[src/rtl/rtc_core_if.sv]
// rtc_core_if: strobes, load data and time outputs exchanged between the
// register block (master) and the RTC counter (slave).
interface rtc_core_if;
   logic        time_ld_in;
   logic [37:0] time_reg_ns_in;
   logic [47:0] time_reg_sec_in;
   logic        period_ld_in;
   logic [39:0] period_in;
   logic        adj_ld_in;
   logic [31:0] adj_ld_data_in;
   logic [39:0] period_adj_in;
   logic        adj_ld_done_out;
   logic [37:0] time_reg_ns_out;
   logic [47:0] time_reg_sec_out;
   logic        time_one_pps_out;

   modport master (
      output time_ld_in, time_reg_ns_in, time_reg_sec_in,
      output period_ld_in, period_in,
      output adj_ld_in, adj_ld_data_in, period_adj_in,
      input  adj_ld_done_out, time_reg_ns_out, time_reg_sec_out, time_one_pps_out
   );

   modport slave (
      input  time_ld_in, time_reg_ns_in, time_reg_sec_in,
      input  period_ld_in, period_in,
      input  adj_ld_in, adj_ld_data_in, period_adj_in,
      output adj_ld_done_out, time_reg_ns_out, time_reg_sec_out, time_one_pps_out
   );
endinterface

[src/rtl/rtc_core.sv]
// rtc_core: 1588 real-time clock counter. ns is accumulated with 32 fractional
// bits so period trimming is exact; seconds advance on each ns rollover.
// Define RTC_ONE_PPS_EN to build the one-PPS pulse generator.
module rtc_core #(
   parameter logic [39:0] PERIOD_DEFAULT = 40'h08_0000_0000,
   parameter logic [29:0] NS_PER_SEC     = 30'd1_000_000_000,
   parameter logic [15:0] PPS_WIDTH      = 16'd12500
) (
   input logic       clk,
   input logic       rst,
   rtc_core_if.slave bus
);
   localparam logic [61:0] NS_LIMIT = {NS_PER_SEC, 32'd0};

   logic [61:0] acc_ns;
   logic [47:0] sec;
   logic [39:0] period_reg;
   logic [39:0] padj_reg;
   logic [31:0] adj_cnt;
   logic        adj_done;

   logic [39:0] step;
   logic [62:0] sum;
   logic        rollover;
   logic [61:0] acc_next;

   // Step selection and single-rollover wrap of the accumulated ns.
   always_comb begin
      step     = (adj_cnt != 32'd0) ? padj_reg : period_reg;
      sum      = {1'b0, acc_ns} + {23'd0, step};
      rollover = (sum >= {1'b0, NS_LIMIT});
      acc_next = sum[61:0];
      if (rollover) acc_next = sum[61:0] - NS_LIMIT;
   end

   // Time, period and adjustment state; a time load overrides the increment.
   always_ff @(posedge clk) begin
      if (rst) begin
         acc_ns     <= '0;
         sec        <= '0;
         period_reg <= PERIOD_DEFAULT;
         padj_reg   <= '0;
         adj_cnt    <= '0;
         adj_done   <= 1'b1;
      end else begin
         if (bus.time_ld_in) begin
            acc_ns <= {bus.time_reg_ns_in, 24'd0};
            sec    <= bus.time_reg_sec_in;
         end else begin
            acc_ns <= acc_next;
            if (rollover) sec <= sec + 48'd1;
         end
         if (bus.period_ld_in) period_reg <= bus.period_in;
         // A new adjustment restarts the down-counter without decrementing.
         if (bus.adj_ld_in) begin
            padj_reg <= bus.period_adj_in;
            adj_cnt  <= bus.adj_ld_data_in;
            adj_done <= (bus.adj_ld_data_in == 32'd0);
         end else if (adj_cnt != 32'd0) begin
            adj_cnt <= adj_cnt - 32'd1;
            if (adj_cnt == 32'd1) adj_done <= 1'b1;
         end
      end
   end

   assign bus.time_reg_ns_out  = acc_ns[61:24];
   assign bus.time_reg_sec_out = sec;
   assign bus.adj_ld_done_out  = adj_done;

`ifdef RTC_ONE_PPS_EN
   logic [15:0] pps_cnt;
   logic        pps;

   // PPS pulse: starts on a counted rollover, held for PPS_WIDTH clocks.
   always_ff @(posedge clk) begin
      if (rst) begin
         pps_cnt <= '0;
         pps     <= 1'b0;
      end else if (!bus.time_ld_in && rollover) begin
         pps_cnt <= PPS_WIDTH - 16'd1;
         pps     <= 1'b1;
      end else if (pps) begin
         if (pps_cnt == 16'd0) pps <= 1'b0;
         else pps_cnt <= pps_cnt - 16'd1;
      end
   end

   assign bus.time_one_pps_out = pps;
`else
   logic unused_pps_width;
   assign unused_pps_width     = ^PPS_WIDTH;
   assign bus.time_one_pps_out = 1'b0;
`endif
endmodule

[src/flat_wrapper.sv]
// flat-port wrapper written by rule: the top's interface ports become plain ports
module rtc_core_flat 
#(
   parameter logic [39:0] PERIOD_DEFAULT = 40'h08_0000_0000,
   parameter logic [29:0] NS_PER_SEC     = 30'd1_000_000_000,
   parameter logic [15:0] PPS_WIDTH      = 16'd12500
)
  (clk, rst, bus_time_ld_in, bus_time_reg_ns_in, bus_time_reg_sec_in, bus_period_ld_in, bus_period_in, bus_adj_ld_in, bus_adj_ld_data_in, bus_period_adj_in, bus_adj_ld_done_out, bus_time_reg_ns_out, bus_time_reg_sec_out, bus_time_one_pps_out);
  rtc_core_if bus_i ();
  input logic clk;
  input logic rst;
  input wire logic [$bits(bus_i.time_ld_in)-1:0] bus_time_ld_in;
  input wire logic [$bits(bus_i.time_reg_ns_in)-1:0] bus_time_reg_ns_in;
  input wire logic [$bits(bus_i.time_reg_sec_in)-1:0] bus_time_reg_sec_in;
  input wire logic [$bits(bus_i.period_ld_in)-1:0] bus_period_ld_in;
  input wire logic [$bits(bus_i.period_in)-1:0] bus_period_in;
  input wire logic [$bits(bus_i.adj_ld_in)-1:0] bus_adj_ld_in;
  input wire logic [$bits(bus_i.adj_ld_data_in)-1:0] bus_adj_ld_data_in;
  input wire logic [$bits(bus_i.period_adj_in)-1:0] bus_period_adj_in;
  output wire logic [$bits(bus_i.adj_ld_done_out)-1:0] bus_adj_ld_done_out;
  output wire logic [$bits(bus_i.time_reg_ns_out)-1:0] bus_time_reg_ns_out;
  output wire logic [$bits(bus_i.time_reg_sec_out)-1:0] bus_time_reg_sec_out;
  output wire logic [$bits(bus_i.time_one_pps_out)-1:0] bus_time_one_pps_out;
  assign bus_i.time_ld_in = bus_time_ld_in;
  assign bus_i.time_reg_ns_in = bus_time_reg_ns_in;
  assign bus_i.time_reg_sec_in = bus_time_reg_sec_in;
  assign bus_i.period_ld_in = bus_period_ld_in;
  assign bus_i.period_in = bus_period_in;
  assign bus_i.adj_ld_in = bus_adj_ld_in;
  assign bus_i.adj_ld_data_in = bus_adj_ld_data_in;
  assign bus_i.period_adj_in = bus_period_adj_in;
  assign bus_adj_ld_done_out = bus_i.adj_ld_done_out;
  assign bus_time_reg_ns_out = bus_i.time_reg_ns_out;
  assign bus_time_reg_sec_out = bus_i.time_reg_sec_out;
  assign bus_time_one_pps_out = bus_i.time_one_pps_out;
  rtc_core #(.PERIOD_DEFAULT(PERIOD_DEFAULT), .NS_PER_SEC(NS_PER_SEC), .PPS_WIDTH(PPS_WIDTH)) u_core (.clk(clk), .rst(rst), .bus(bus_i));
endmodule
[config.mk]
export PLATFORM = sky130hd
export DESIGN_NAME = rtc_core_flat
export DESIGN_NICKNAME = d
export VERILOG_FILES = /design/src/rtl/rtc_core_if.sv /design/src/rtl/rtc_core.sv /design/src/flat_wrapper.sv
export SDC_FILE = /design/constraint.sdc
export NUM_CORES = 1
export LEC_CHECK = 0
export CAP_MARGIN = 5
export CORE_MARGIN = 1.5
export CORE_UTILIZATION = 53
export DETAILED_ROUTE_END_ITERATION = 8
export PLACE_DENSITY = 0.79
export REMOVE_ABC_BUFFERS = 1
export SYNTH_ARGS = -nofsm -noshare
export SYNTH_HDL_FRONTEND = slang
export SYNTH_SLANG_ARGS = --single-unit
[constraint.sdc]
create_clock -name clk -period 10.3 [get_ports clk]
set_input_delay 2.575 -clock clk [delete_from_list [all_inputs] [get_ports clk]]
set_output_delay 2.575 -clock clk [all_outputs]
set_load 0.03 [all_outputs]
==> metrics.csv, run 1 <==
metric;value;unit
rr_worst_depth;24;
ff_latch_area;0.004464;mm2
finalCritPeriodShare;0.8780;
htree_levels;1;
ctsHoldBuffers;0;
cts_num_sinks;223;
cap_violations;0;
vias;14660;
cts_tree;yes;
synth_cell_type_count;86;
synthAdderAreaFrac;0.03898;
wl;47.19;mm
coreArea;0.02703;mm2
cp.required;10.76;ns
syn_area_per_cell;7.967;um2
drive_above_1_share;0.06946;
async_flop_share;0;
setup_viol;0;
ys_top_cells_by_area;dfxtp_1 (31%), nor2_1 (7.1%), mux2i_1 (6.0%), ha_1 (3.8%), a21oi_1 (3.7%);
wl_per_cell;19.88;um
leakagePower;6.881;nW
fillers;2279;
fin_tns_setup;0;ns
die_h;169.2;um
clk_pin_slew;0.06;ns
io_buffers;289;
r2r-end;u_core.bus.time_reg_sec_out[28];
synth_edf_count;0;
nets;2258;
synth-xor-area-share;0.04907;
cts_made_buffers;27;
drt_iter0_drc;1316;
synthSimpleGateAreaFrac;0.2426;
synth_mux_area_frac;0.09105;
final_util;0.6705;
hold_path_class;flop to flop;
ys_seq_elements;223;
hold_start;u_core.period_reg[31];
p_per_area;132.0;mW/mm2
synth-compound-area-share;0.2065;
dp_hpwl;35.34;mm
synth_ff_type;dfxtp_1;
synth_top_family_by_area;simple AND/OR/NAND/NOR gates;
start_util;0.5415;
rrSetupSlack;1.26;ns
grt_max_degree;116;
grt_pass1_vias;14040;
final_antenna_net_count;0;
die-area;0.02862;mm2
r2r_start;u_core.adj_cnt[8];
clock_path_buffers;3;
irDropWorstVdd;0.1239;mV
fmax;110.6;MHz
row_count;60;
synth_area_leader_cell;dfxtp_1;
io_pins;291;
syn_to_final_growth;23.82;%
hold_viol;0;
critPathCaptureType;flop;
drv_slew;0;
clk_latency;0.55;ns
gp_congestion;0.9914;
yosysMostFrequentCell;nor2_1;
multi_input_area;0.009220;mm2
grt_first_pass_wirelength;74.66;mm
status;completed;
min_path_cells;2;
grt_setup_unrepaired;false;
grt.overflow.total;0;
start_kind;flop;
fin_skew;0.01345;ns
cp.arrival;9.50;ns
cts.repair.resized;0;
synth_area;0.01464;mm2
die_w;169.2;um
whs_endpoint;u_core.period_reg[31];
min_period;9.044;ns
grt_use_total;0.3204;
worstMarginPinSlew;1.199;ns
antenna_found_initial;0;
fin_area;0.01812;mm2
postCtsSetupRepairBufs;0;
synthTopCellsByCount;nor2_1 (275), dfxtp_1 (223), nand2_1 (134);
synth_warnings;0;
vias_per_cell;6.179;
relSlewSlack;0.1999;
synthCells;1837;
cts_root_buf;clkbuf_16;
synth_top_cell_area_share;0.3050;
cp_max_fo;45;
regMostFlops;u_core.acc_ns;
first_pass_iters;5;
critical_path_class;flop to flop;
route.detailed.drc;0;
dpl-instance-area;0.01724;mm2
seq_area_frac_synth;0.3050;
largest_reg_flops;62;
-- area by class of cell --
class | count | area share
diodes | 2 | 0.0002762
inverters | 44 | 0.009114
flip-flops and latches | 223 | 0.2464
clock buffers | 42 | 0.04481
multi-input cells | 1414 | 0.5088
well taps | 341 | 0.02354
clock inverters | 7 | 0.003383
repair buffers | 300 | 0.1637
-- where the power goes --
group          internal, mW  total [mW]  switching [mW]
sequential            0.918       0.971          0.0535
clock                 0.544       0.922           0.378
combinational         0.227       0.499           0.272
total                  1.69        2.39           0.704
-- metal layers --
layer  track usage  up-vias  share of wire
li1              -     7046              -
met4       0.09888        0          0.028
met5             0        -              0
met1        0.4370     6912           0.45
met3       0.05201       96          0.078
met2        0.5189      609           0.45
-- placed cells by master, fill, tap and decap left out, types with 10 or more instances in the layout --
| cell | instances |
|---|---|
| and2_1 | 30 |
| o211ai_1 | 27 |
| a211oi_1 | 32 |
| o31a_1 | 14 |
| and3_1 | 19 |
| nand3_1 | 35 |
| dfxtp_1 | 223 |
| a211o_1 | 10 |
| or4_1 | 18 |
| mux2i_1 | 87 |
| o2111ai_1 | 20 |
| a21o_1 | 10 |
| nor3_1 | 60 |
| a21oi_1 | 107 |
| o21ai_0 | 55 |
| mux2_2 | 41 |
| o31ai_1 | 10 |
| buf_4 | 13 |
| and4_1 | 12 |
| clkbuf_16 | 27 |
| nor4_1 | 30 |
| xor2_1 | 32 |
| nand2_1 | 134 |
| o21a_1 | 20 |
| xnor2_1 | 50 |
| nor2_1 | 273 |
| or3_1 | 23 |
| a311oi_1 | 15 |
| clkdlybuf4s50_1 | 285 |
| or2_2 | 12 |
| ha_1 | 44 |
| a22oi_1 | 12 |
| nand4_1 | 47 |
| inv_1 | 43 |
-- critical path, cell delays in order (launching register included) --
cell and delay (ns):
dfxtp_1 0.35, or4_1 0.58, or3_1 0.38, nor3_1 0.28, nand2b_1 0.29, nor2_4 0.41
buf_4 0.56, mux2_2 0.40, ha_1 0.37, a21oi_1 0.27, nor2_1 0.10, a21oi_1 0.40
o211ai_1 0.26, a41oi_1 0.72, xnor2_1 0.24, inv_1 0.12, ha_1 0.23, o21bai_1 0.22
a2111o_1 0.42, a21o_1 0.26, a311oi_4 0.59, buf_4 0.33, o21ai_1 0.27, or4_1 0.57
a311oi_1 0.25
-- kinds of logic after synthesis --
family          count (synthesis)
compound gates                425
simple gates                  733
buf+inv                       200
mux                           128
fa+ha+maj                      45
flops                         223
other cells                     1
xor+xnor                       82
-- through the flow --
stage               instances  setup slack, ns  hold WS (ns)  total power, mW
floorplan                1681           0.7685        0.4544            1.243
global placement         2322            1.697        0.4696            1.472
detailed placement       2322            1.389        0.4815            1.478
CTS                      2371            1.405        0.4952            2.399
global route             2371           0.6220        0.5103            2.483
finish                   2373            1.256        0.4928            2.392
-- worst max-delay path by stage --
| stage | startpoint | to | slack (ns) | cells after the start |
|---|---|---|---|---|
| final | u_core.adj_cnt[8] | u_core.bus.time_reg_sec_out[28] | 1.26 | 24 |
| after global routing | u_core.adj_cnt[20] | u_core.bus.time_reg_sec_out[16] | 0.62 | 25 |
| after CTS | u_core.adj_cnt[8] | u_core.bus.time_reg_sec_out[28] | 1.41 | 24 |
| after detailed placement | u_core.adj_cnt[8] | u_core.bus.time_reg_sec_out[28] | 1.39 | 24 |
| after global placement | u_core.adj_cnt[8] | u_core.bus.time_reg_sec_out[28] | 1.70 | 24 |
| after floorplan | u_core.adj_cnt[8] | u_core.bus.time_reg_sec_out[28] | 0.77 | 22 |
Note: power is estimated with default switching activity, not from simulation.
==> run 2: changes to the inputs <==
Settings changed: MAX_ROUTING_LAYER from default to met4.
==> run 2 against run 1 <==
Sequential cell count is the same. Setup slack gained 0.26 ns. Routed wire length grew 1.1%. Register-to-register slack gained 0.26 ns. First-iteration DRC count shrank 9.4%. Worst hold slack is essentially flat. Sequential share of layout area shrank 0.10 points. Sequential power is essentially flat. Combinational power is essentially flat. Clock skew grew 0.014 ns. Cell count is essentially flat. Critical path type unchanged. Largest cell class unchanged. Largest power group is now clock. Highest routed layer unchanged.
==> metrics.csv, run 2 (synthesis results as in run 1) <==
metric;value;unit
regMostFlops;u_core.acc_ns;
ff_latch_area;0.004464;mm2
clkPwrFrac;0.408;
grt_max_degree;116;
clk_pin_slew;0.06;ns
postCtsSetupRepairBufs;0;
finalCritPeriodShare;0.8527;
vias_per_cell;6.197;
dp_hpwl;35.65;mm
drt_iter0_drc;1192;
syn_to_final_growth;24.33;%
die_h;169.2;um
status;completed;
largest_reg_flops;62;
critPathCaptureType;flop;
cp.arrival;9.23;ns
row_count;60;
place_ws;1.739;ns
irDropWorstVdd;0.1157;mV
start_kind;flop;
vias;14700;
ctsHoldBuffers;0;
cp_max_fo;38;
critical_path_class;flop to flop;
hold_viol;0;
cts.repair.resized;0;
die-area;0.02862;mm2
nets;2258;
p_per_area;136.6;mW/mm2
antenna_found_initial;0;
final_antenna_net_count;0;
p_int;1.774;mW
fin_tns_setup;0;ns
cts_made_buffers;26;
cts_num_sinks;223;
cp.required;10.75;ns
first_pass_iters;6;
drive_above_1_share;0.06946;
layout_common_cells;clkdlybuf4s50_1 (285), nor2_1 (273), dfxtp_1 (223);
setup_slack;1.517;ns
clock_path_buffers;3;
fin_skew;0.02790;ns
leakagePower;6.921;nW
die_w;169.2;um
drv_slew;0;
io_buffers;289;
final_common_cell;clkdlybuf4s50_1;
grt_pass1_vias;14050;
grt_use_total;0.3327;
worstMarginPinSlew;1.188;ns
io_pins;291;
switching_share;0.2860;
pwr-share-comb;0.201;
htree_levels;1;
min_period;8.783;ns
cap_violations;0;
switchingPower;710.8;uW
clk_latency;0.56;ns
grt_setup_unrepaired;false;
fillers;2306;
fmax;113.9;MHz
relSlewSlack;0.2071;
wl_per_cell;20.10;um
seqPwrFrac;0.391;
hold_path_class;flop to flop;
gp_congestion;1.014;
multi_input_area;0.009220;mm2
setup_viol;0;
grt_first_pass_wirelength;74.73;mm
total_power;2.485;mW
cts_root_buf;clkbuf_16;
coreArea;0.02703;mm2
cts_tree;yes;
route.detailed.drc;0;
grt.overflow.total;0;
start_util;0.5415;
wl;47.69;mm
==> run 2: changes by cell type in the layout (fill, tap and decap cells not counted), moves of 2 or more <==
cell        delta
bufinv_16      +6
clkinvlp_4     -2
clkinv_2       +3
clkbuf_8       -6
==> run 2: worst paths after layout <==
kind,from,endpoint,slack (ns),cells after the start
min,u_core.period_reg[30],u_core.period_reg[30],0.49,2
min reg2reg,u_core.period_reg[30],u_core.period_reg[30],0.49,2
max reg2reg,u_core.adj_cnt[8],u_core.bus.time_reg_sec_out[16],1.52,24
max,u_core.adj_cnt[8],u_core.bus.time_reg_sec_out[16],1.52,24
==> run 2: power groups by stage <==
| stage | combinational [mW] | sequential, mW | clock [mW] |
|---|---|---|---|
| finish | 0.500 | 0.971 | 1.01 |
| global route | 0.538 | 0.976 | 1.06 |
| CTS | 0.496 | 0.969 | 1.02 |
| detailed placement | 0.492 | 0.987 | 0 |
| global placement | 0.487 | 0.985 | 0 |
| floorplan | 0.226 | 1.02 | 0 |
==> run 2: worst max-delay path, stage by stage (launching register included) <==
cell and delay (ns):
dfxtp_1 0.35, or4_1 0.59, or3_1 0.38, nor3_1 0.28, nand2b_1 0.29, nor2_4 0.52
buf_12 0.30, mux2_2 0.37, ha_1 0.36, a21oi_1 0.46, o21ai_1 0.21, a32oi_1 0.21
o211ai_1 0.19, a41oi_1 0.71, xnor2_1 0.25, inv_1 0.12, ha_1 0.22, o21bai_1 0.22
a2111o_1 0.41, a21o_1 0.25, a311oi_4 0.64, or2_1 0.45, buf_4 0.35, nand2b_1 0.16
a2111oi_0 0.35
==> run 2: metrics by stage <==
| stage | hold WS, ns | util | instance area (um2) | std cells |
|---|---|---|---|---|
| 2_1_floorplan | 0.4544 | - | 13830 | 1681 |
| 3_3_place_gp | 0.4684 | 0.6388 | 17260 | 2323 |
| 3_5_place_dp | 0.4801 | 0.6388 | 17260 | 2323 |
| 4_1_cts | 0.4978 | 0.6732 | 18190 | 2371 |
| 5_1_grt | 0.5271 | 0.6732 | 18190 | 2371 |
| 6_report | 0.4932 | 0.6733 | 18200 | 2372 |
==> run 2: per-layer routing <==
| metal | up-vias | track usage | wire length [um] |
|---|---|---|---|
| met4 | 0 | 0.08927 | 1115 |
| li1 | 7018 | - | - |
| met2 | 662 | 0.5414 | 21870 |
| met3 | 92 | 0.05434 | 3973 |
| met5 | - | - | 0 |
| met1 | 6927 | 0.4289 | 20720 |
==> run 2: cell type report <==
cell class / instances / area share
Clock inverter: 13 / 0.01245
Clock buffer: 35 / 0.03871
Inverter: 44 / 0.009077
Sequential cell: 223 / 0.2453
Multi-Input combinational cell: 1414 / 0.5067
Tap cell: 341 / 0.02345
Antenna cell: 1 / 0.0001375
Timing Repair Buffer: 301 / 0.1641
==> run 3: changes to the inputs <==
Settings changed: GPL_TIMING_DRIVEN from default to 0, PLACE_DENSITY 0.79 to default, PLACE_DENSITY_LB_ADDON from default to 0.08.
==> run 3 against run 2 <==
Setup slack got worse by 0.87 ns. Register-to-register slack got worse by 0.87 ns. Clock power decreased by 6%. Count of clock-buffer cells in the layout increased by 2. Critical path depth decreased by 3. Sequential share of layout area decreased by 0.057 points. Die area unchanged. Largest power group is now sequential cells. Highest routed layer unchanged.
==> metrics.csv, run 3 (synthesis results as in run 1) <==
metric;value;unit
rrSetupSlack;0.65;ns
route.detailed.drc;0;
ff_latch_area;0.004464;mm2
die-area;0.02862;mm2
clk_pin_slew;0.06;ns
whs_endpoint;u_core.padj_reg[6];
io_pins;291;
fin_area;0.01824;mm2
rr_worst_depth;21;
min_period;9.650;ns
cap_violations;0;
cts_tree;yes;
leakagePower;6.913;nW
grt_max_degree;129;
start_util;0.5415;
holdWs;0.4906;ns
p_per_area;132.6;mW/mm2
htree_levels;1;
die_w;169.2;um
io_buffers;289;
status;completed;
row_count;60;
final_cells;2370;
r2r_start;u_core.adj_cnt[8];
largest_reg_flops;62;
fmax;103.6;MHz
cp.arrival;10.09;ns
cts_root_buf;clkbuf_16;
first_pass_iters;5;
gp_congestion;0.9155;
fillers;2280;
regMostFlops;u_core.acc_ns;
syn_to_final_growth;24.62;%
total_power;2.418;mW
relSlewSlack;0.2362;
hold_viol;0;
fin_skew;0.02218;ns
ctsHoldBuffers;0;
vias_per_cell;6.107;
irDropWorstVdd;0.1052;mV
hold_start;u_core.padj_reg[6];
critPathCaptureType;flop;
final_antenna_net_count;0;
wl;45.60;mm
cp.required;10.74;ns
grt_use_total;0.3207;
cts_num_sinks;223;
grt_first_pass_wirelength;72.24;mm
multi_input_area;0.009225;mm2
grt_pass1_vias;13800;
dpl-instance-area;0.01735;mm2
coreArea;0.02703;mm2
dp_hpwl;33.86;mm
start_kind;flop;
grt.overflow.total;0;
finalCritPeriodShare;0.9369;
dp.cells;2319;
critical_path_class;flop to flop;
grt_setup_unrepaired;false;
min_path_cells;2;
drt_iter0_drc;1078;
setup_viol;0;
layout_common_cells;clkdlybuf4s50_1 (285), nor2_1 (273), dfxtp_1 (223);
clock_path_buffers;3;
clk_latency;0.55;ns
wl_per_cell;19.24;um
hold_path_class;flop to flop;
fin_tns_setup;0;ns
place_ws;0.5577;ns
drv_slew;0;
cts_made_buffers;26;
final_util;0.6749;
die_h;169.2;um
vias;14470;
setup_slack;0.6497;ns
nets;2255;
final_common_cell;clkdlybuf4s50_1;
antenna_found_initial;3;
worstMarginPinSlew;1.146;ns
r2r-end;u_core.bus.time_reg_sec_out[28];
cp_max_fo;32;
drive_above_1_share;0.06811;
run 3: changes by cell type in the layout (fill, tap and decap cells not counted), moves of 2 or more:
cell	change
buf_16	+4
bufinv_16	-3
clkinvlp_4	+3
buf_8	+3
diode_2	+2
buf_4	-11
run 3: what timing repair did:
item                       CTS  global route
resized for setup            0             1
setup buffers                0             0
setup endpoints to repair    0             7
run 3: worst max-delay path by stage:
stage,from,endpoint,cells after the start
floorplan,u_core.adj_cnt[8],u_core.bus.time_reg_sec_out[28],22
global placement,u_core.adj_cnt[8],u_core.bus.time_reg_sec_out[47],22
detailed placement,u_core.adj_cnt[8],u_core.bus.time_reg_sec_out[16],21
CTS,u_core.adj_cnt[8],u_core.bus.time_reg_sec_out[16],21
global route,u_core.adj_cnt[8],u_core.bus.time_reg_sec_out[28],21
finish,u_core.adj_cnt[8],u_core.bus.time_reg_sec_out[28],21
run 3: power by group:
| part | leakage, nW | internal, mW | switching, mW |
|---|---|---|---|
| Clock | 0.421 | 0.575 | 0.375 |
| Sequential | 1.84 | 0.918 | 0.0485 |
| Combinational | 4.65 | 0.231 | 0.270 |
| Total | 6.91 | 1.72 | 0.694 |
run 3: layout make-up:
| cell class | count | share of cell area |
|---|---|---|
| multi-input combinational | 1414 | 0.5058 |
| sequential | 223 | 0.2448 |
| timing repair buffer | 298 | 0.1685 |
| clock buffer | 37 | 0.04075 |
| tap | 341 | 0.02339 |
| inverter | 44 | 0.009124 |
| clock inverter | 10 | 0.007272 |
| antenna | 3 | 0.0004116 |
run 3: worst max-delay path: stages, from the launching register on:
cell and delay (ns):
dfxtp_1 0.36, or4_1 0.60, or3_1 0.41, nor3_1 0.28
nand2b_1 0.29, nor2_4 0.71, buf_12 0.30, mux2_2 0.37
ha_1 0.36, a21oi_1 0.26, nor2_1 0.09, a21oi_1 0.51
o211ai_1 0.34, a41oi_1 0.85, xnor2_1 0.26, o2111ai_1 0.17
or4_1 0.43, or4_4 0.51, o31ai_4 0.98, o21ai_1 0.51
or4_1 0.62, a311oi_1 0.29
run 3: per-layer routing:
metal  track usage  vias to the layer above  share of wire
li1              -                     7040              -
met1        0.4104                     6843           0.44
met2        0.5112                      516           0.45
met3       0.06716                       75          0.077
met4       0.09234                        0          0.026
met5             -                        -              0
